$ cat src/rtl/scene_pkg.sv
// Shared types and constants for the hoop scene controller: colours,
// coordinate type, flash FSM states and the per-level geometry table.
package scene_pkg;

  localparam logic [11:0] RED    = 12'hF00;
  localparam logic [11:0] YELLOW = 12'hFF0;
  localparam logic [11:0] WHITE  = 12'hFFF;
  localparam logic [11:0] GRAY   = 12'h555;
  localparam logic [11:0] BLACK  = 12'h000;

  typedef logic [9:0] coord_t;

  typedef enum logic {
    S_IDLE  = 1'b0,
    S_FLASH = 1'b1
  } flash_st_e;

  // Rim, backboard and pole rectangles; the pole bottom is fixed at 479.
  typedef struct packed {
    coord_t hoop_x_l;
    coord_t hoop_x_r;
    coord_t hoop_y_t;
    coord_t hoop_y_b;
    coord_t board_x_l;
    coord_t board_x_r;
    coord_t board_y_t;
    coord_t board_y_b;
    coord_t pole_x_l;
    coord_t pole_x_r;
    coord_t pole_y_t;
  } geom_t;

  localparam logic [1:0] LVL_MAX = 2'd2;

  localparam geom_t GEOM_L0 = '{10'd620, 10'd630, 10'd97, 10'd100,
                                10'd630, 10'd633, 10'd50, 10'd100,
                                10'd630, 10'd635, 10'd50};
  localparam geom_t GEOM_L1 = '{10'd620, 10'd630, 10'd57, 10'd60,
                                10'd630, 10'd633, 10'd10, 10'd60,
                                10'd630, 10'd635, 10'd10};
  localparam geom_t GEOM_L2 = '{10'd600, 10'd610, 10'd57, 10'd60,
                                10'd610, 10'd613, 10'd10, 10'd60,
                                10'd610, 10'd615, 10'd10};

endpackage

$ cat src/rtl/hoop_level_rom.sv
// Combinational level -> geometry lookup. Unused code 3 falls back to L0.
module hoop_level_rom
  import scene_pkg::*;
(
  input  logic [1:0] lvl,
  output geom_t      geom
);

  // Table select
  always_comb begin
    geom = GEOM_L0;
    case (lvl)
      2'd1:    geom = GEOM_L1;
      2'd2:    geom = GEOM_L2;
      default: geom = GEOM_L0;
    endcase
  end

endmodule

$ cat src/rtl/hoop_scene_ctrl.sv
// Frame-synchronous hoop scene controller: level requests are latched and
// applied only on frame_tick so geometry never tears mid-frame; a separate
// flash FSM alternates the rim colour for FLASH_FRAMES frames after a score.
module hoop_scene_ctrl
  import scene_pkg::*;
#(
  parameter int FLASH_FRAMES = 30,
  parameter int FLASH_PERIOD = 4
) (
  input  logic        clk,
  input  logic        reset_n,
  input  logic        frame_tick,
  input  logic        level_up,
  input  logic        level_clr,
  input  logic        score_evt,
  output logic [1:0]  level,
  output coord_t      hoop_x_l,
  output coord_t      hoop_x_r,
  output coord_t      hoop_y_t,
  output coord_t      hoop_y_b,
  output coord_t      board_x_l,
  output coord_t      board_x_r,
  output coord_t      board_y_t,
  output coord_t      board_y_b,
  output coord_t      pole_x_l,
  output coord_t      pole_x_r,
  output coord_t      pole_y_t,
  output logic [11:0] rim_rgb,
  output logic        flash_busy
);

  localparam logic [5:0] FRAMES_C = 6'(FLASH_FRAMES);
  localparam logic [3:0] PER_LAST = 4'(FLASH_PERIOD - 1);

  // ---------------- level path ----------------
  logic       pend_up, pend_clr;
  logic [1:0] level_q, lvl_nxt;
  geom_t      geom_q, rom_geom;
  logic       up_eff, clr_eff;

  // Requests landing on the tick cycle count as if already pending
  always_comb begin
    up_eff  = pend_up | level_up;
    clr_eff = pend_clr | level_clr;
    lvl_nxt = level_q;
    if (frame_tick) begin
      if (clr_eff)                           lvl_nxt = 2'd0;
      else if (up_eff && level_q != LVL_MAX) lvl_nxt = level_q + 2'd1;
    end
  end

  // The ROM looks at the next level so geometry lands with the level itself
  hoop_level_rom u_rom (
    .lvl  (lvl_nxt),
    .geom (rom_geom)
  );

  // Pending flags, applied level and registered geometry
  always_ff @(posedge clk) begin
    if (!reset_n) begin
      pend_up  <= 1'b0;
      pend_clr <= 1'b0;
      level_q  <= 2'd0;
      geom_q   <= GEOM_L0;
    end else if (frame_tick) begin
      pend_up  <= 1'b0;
      pend_clr <= 1'b0;
      level_q  <= lvl_nxt;
      geom_q   <= rom_geom;
    end else begin
      pend_up  <= up_eff;
      pend_clr <= clr_eff;
    end
  end

  assign level     = level_q;
  assign hoop_x_l  = geom_q.hoop_x_l;
  assign hoop_x_r  = geom_q.hoop_x_r;
  assign hoop_y_t  = geom_q.hoop_y_t;
  assign hoop_y_b  = geom_q.hoop_y_b;
  assign board_x_l = geom_q.board_x_l;
  assign board_x_r = geom_q.board_x_r;
  assign board_y_t = geom_q.board_y_t;
  assign board_y_b = geom_q.board_y_b;
  assign pole_x_l  = geom_q.pole_x_l;
  assign pole_x_r  = geom_q.pole_x_r;
  assign pole_y_t  = geom_q.pole_y_t;

  // ---------------- flash FSM ----------------
  flash_st_e  st_q, st_nxt;
  logic [5:0] fcnt_q, fcnt_nxt;
  logic [3:0] pcnt_q, pcnt_nxt;
  logic       ph_q, ph_nxt;

  // State and counters
  always_ff @(posedge clk) begin
    if (!reset_n) begin
      st_q   <= S_IDLE;
      fcnt_q <= 6'd0;
      pcnt_q <= 4'd0;
      ph_q   <= 1'b0;
    end else begin
      st_q   <= st_nxt;
      fcnt_q <= fcnt_nxt;
      pcnt_q <= pcnt_nxt;
      ph_q   <= ph_nxt;
    end
  end

  // Next state and Moore outputs; a score restart beats a coincident tick
  always_comb begin
    st_nxt     = st_q;
    fcnt_nxt   = fcnt_q;
    pcnt_nxt   = pcnt_q;
    ph_nxt     = ph_q;
    rim_rgb    = RED;
    flash_busy = 1'b0;
    case (st_q)
      S_IDLE: begin
        if (score_evt) begin
          st_nxt   = S_FLASH;
          fcnt_nxt = 6'd0;
          pcnt_nxt = 4'd0;
          ph_nxt   = 1'b0;
        end
      end
      S_FLASH: begin
        flash_busy = 1'b1;
        rim_rgb    = ph_q ? RED : YELLOW;
        if (score_evt) begin
          fcnt_nxt = 6'd0;
          pcnt_nxt = 4'd0;
          ph_nxt   = 1'b0;
        end else if (frame_tick) begin
          fcnt_nxt = fcnt_q + 6'd1;
          if (pcnt_q == PER_LAST) begin
            pcnt_nxt = 4'd0;
            ph_nxt   = ~ph_q;
          end else begin
            pcnt_nxt = pcnt_q + 4'd1;
          end
          if (fcnt_q + 6'd1 == FRAMES_C) begin
            st_nxt   = S_IDLE;
            fcnt_nxt = 6'd0;
            pcnt_nxt = 4'd0;
            ph_nxt   = 1'b0;
          end
        end
      end
      default: st_nxt = S_IDLE;
    endcase
  end

endmodule

$ cat config.mk
export PLATFORM = sky130hd
export DESIGN_NAME = hoop_scene_ctrl
export DESIGN_NICKNAME = d
export VERILOG_FILES = /design/src/rtl/scene_pkg.sv /design/src/rtl/hoop_level_rom.sv /design/src/rtl/hoop_scene_ctrl.sv
export SDC_FILE = /design/constraint.sdc
export NUM_CORES = 1
export LEC_CHECK = 0
export BUFFER_PORTS_ARGS = -buffer_cell sky130_fd_sc_hd__buf_2
export CAP_MARGIN = 30
export CORE_MARGIN = 10
export CORE_UTILIZATION = 45
export DETAILED_ROUTE_END_ITERATION = 8
export GPL_TIMING_DRIVEN = 0
export HOLD_SLACK_MARGIN = 0.02
export PLACE_DENSITY_LB_ADDON = 0.3
export REMOVE_ABC_BUFFERS = 1
export SYNTH_ARGS = -nofsm -noshare
export SYNTH_HDL_FRONTEND = slang
export SYNTH_SLANG_ARGS = --single-unit
$ cat constraint.sdc
create_clock -name clk -period 4.2 [get_ports clk]
set_input_delay 0.42 -clock clk [delete_from_list [all_inputs] [get_ports clk]]
set_output_delay 0.42 -clock clk [all_outputs]
set_load 0.01 [all_outputs]
==> summary.txt <==
Logic synthesis
  – Async SR Flop Fraction: 0
  – Library cells used by synthesis: 41
  – Synth Cell Area: 1944 um^2
  – Synth Instances: 237
  – FF+latch count, synth: 20
  – Register area share after synthesis: 0.2059
  – Post-synth EDFFs: 0
  – Synth Flop Type: dfxtp_1
  – YS warnings: 0
  – Average size of a mapped cell: 8.204 um^2

Routing
  – First-pass detailed-route iteration total: 4
  – Routed length per instance: 12.50 um
  – Via count: 1148
  – Vias/cell: 3.878
  – Remaining DRCs: 0
  – WL final: 3.699 mm
  – Initial DRC count: 72
  – ANT nets after route: 0

Job
  – Max Cap Viol: 0

Layout
  – Final net count: 259
  – Layout area overhead: -12.48%
  – Final design utilization: 0.4164
  – Most common cell after layout, fill and taps aside: conb_1
  – Final instance area: 1702 um^2
  – Ant diodes: 0
  – Share of layout cells above drive strength 1: 0.2114
  – Commonest non-fill, non-tap cells in the layout: conb_1 (88), buf_2 (42), dfxtp_1 (20)

Clock network
  – Hold-fix buffers, CTS: 0
  – Total CTS buffers: 3
  – Post_cts resized: 0
  – Clock Tree Buf Depth: 2
  – Root Buffer: clkbuf_8
  – Clock tree sinks: 20
  – H-tree Lvls: 1
  – Setup bufs post-CTS: 0
  – Worst-path clk slew: 80 ps
  – CTS tree: yes
  – Clock latency on the worst-skew pair: 260 ps

Floorplan
  – Die area: 7350 um^2
  – # rows: 23
  – Die height: 85.73 um
  – Starting density of the core: 0.4758
  – Io pins: 131
  – Die width: 85.73 um
  – Core area: 4086 um^2

Power
  – Flop pwr share: 0.400
  – Max VDD drop: 107.5 uV
  – Total power: 507.2 uW
  – PwrDens: 298.1 nW/um^2
  – Combinational Power Share: 0.218
  – Psw: 155.2 uW
  – Static leakage: 0.8901 nW
  – Switching share of power: 0.3060
  – Pint: 352.0 uW
  – Clk network pwr share: 0.382

Min path
  – Hold Crit Class: primary input to flop
  – Hold Path Origin: reset_n

STA
  – Period utilisation layout: 0.4625
  – Max Clock Freq: 514.8 MHz
  – Final Hold Vio Count: 0
  – Final setup viols: 0
  – Slew Limit Fails: 0
  – Tmin final: 1943 ps
  – TNS Setup: 0 ps
  – RSZ-0062 raised after global routing: false
  – Clk_skew: 6.092 ps

Global routing
  – Antenna violations before repair: 0
  – Largest net degree at the start of global routing: 14
  – First-pass GRT wire length: 5.871 mm
  – GRT Total Usage: 0.09235
  – Grt total ovfl: 0
  – Vias in the first global route: 1229

Critical path
  – Crit path DAT: 2090 ps
  – CP Class: flop to flop
  – Crit-path max FO: 4
  – Crit. End Element: flop
  – WP data required: 4340 ps
  – Crit Reg-Reg Startpoint: level[0]
  – Crit path from: level[0]
  – Critical path startpoint category: flop

Placed design
  – Routability cong.: 0.8274
  – DP Area: 1630 um^2
  – Number of port buffers: 42
  – HPWL after DPL: 3.124 mm

Run status
  – Status: finished clean
-- critical path: stages, from the launching register on --
cell	delay, ps
dfxtp_1	330
inv_1	60
ha_1	200
nor3b_2	300
xnor2_1	180
nand2_1	120
ha_1	310
a21boi_0	210
o21ai_0	120
-- registers in the layout, summed over array words and instances, names as in the netlist --
register	cells
pcnt_q	4
fcnt_q	6
pend_up	1
level	2
hoop_y_t	1
st_q	1
board_y_t	1
hoop_x_r	1
pend_clr	1
ph_q	1
board_x_r	1
-- Yosys cell counts (2+ instances only) --
library cell | n | area, um^2
buf_4 | 118 | 885.9
dfxtp_1 | 20 | 400.4
nand2_1 | 18 | 67.56
nor2_1 | 8 | 30.03
ha_1 | 6 | 75.07
inv_1 | 5 | 18.77
o21ai_0 | 5 | 25.02
buf_2 | 4 | 20.02
nand3_1 | 4 | 20.02
a31oi_1 | 3 | 18.77
nor2b_1 | 3 | 18.77
nor3_1 | 3 | 15.01
o21ai_1 | 3 | 15.01
xor2_1 | 3 | 26.28
a211oi_1 | 2 | 15.01
and3b_1 | 2 | 17.52
conb_1 | 2 | 7.510
mux2i_1 | 2 | 20.02
nand2b_1 | 2 | 12.51
o31ai_2 | 2 | 25.02
xnor2_1 | 2 | 17.52
-- worst paths after layout --
kind	end	slack, ps	cells after the start
hold reg to reg	pcnt_q[1]	470	2
hold / removal	hoop_x_r[2]	390	2
setup reg to reg	board_y_t[4]	2260	8
setup / recovery	board_y_t[4]	2260	8
-- power groups by stage --
stage / clock, mW / combinational [mW] / sequential, mW
CTS: 0.197 / 0.108 / 0.203
finish: 0.194 / 0.111 / 0.203
floorplan: 0 / 0.0588 / 0.220
global route: 0.206 / 0.125 / 0.205
global placement: 0 / 0.107 / 0.207
detailed placement: 0 / 0.107 / 0.208
-- area by class of cell --
cell class                      count  area (um^2)
Sequential cell                    20        400.4
Clock buffer                        3        41.29
Inverter                            5        18.77
Tap cell                           50        62.56
Clock inverter                      1        30.03
Fill cell                         439         2385
Multi-Input combinational cell    175        938.4
Timing Repair Buffer               42        210.2
-- cell families after synthesis --
| family | count (synthesis) | synth area share |
|---|---|---|
| muxes | 2 | 0.01030 |
| AOI/OAI and AO/OA | 27 | 0.1107 |
| DFF | 20 | 0.2059 |
| buffers and inverters | 128 | 0.4775 |
| and+or+nand+nor | 47 | 0.1306 |
| other | 2 | 0.003862 |
| adders and majority gates | 6 | 0.03861 |
| xor gates and xnor gates | 5 | 0.02253 |
-- per-stage QoR --
stage / setup WS (ps) / instances / hold WS [ps]
after CTS: 2234 / 296 / 392.5
final: 2257 / 296 / 391.0
after global placement: 2175 / 292 / 457.6
after floorplan: 2342 / 200 / 442.7
after detailed placement: 2199 / 292 / 463.3
after global routing: 1996 / 296 / 407.2
-- per-layer routing --
layer	vias up	track usage	part of all wire
met3	4	0.04730	0.12
met4	0	0.03144	0.013
met1	492	0.09674	0.38
li1	586	-	-
met2	66	0.1560	0.49
met5	-	0	0
(Power assumes the default switching activity.)
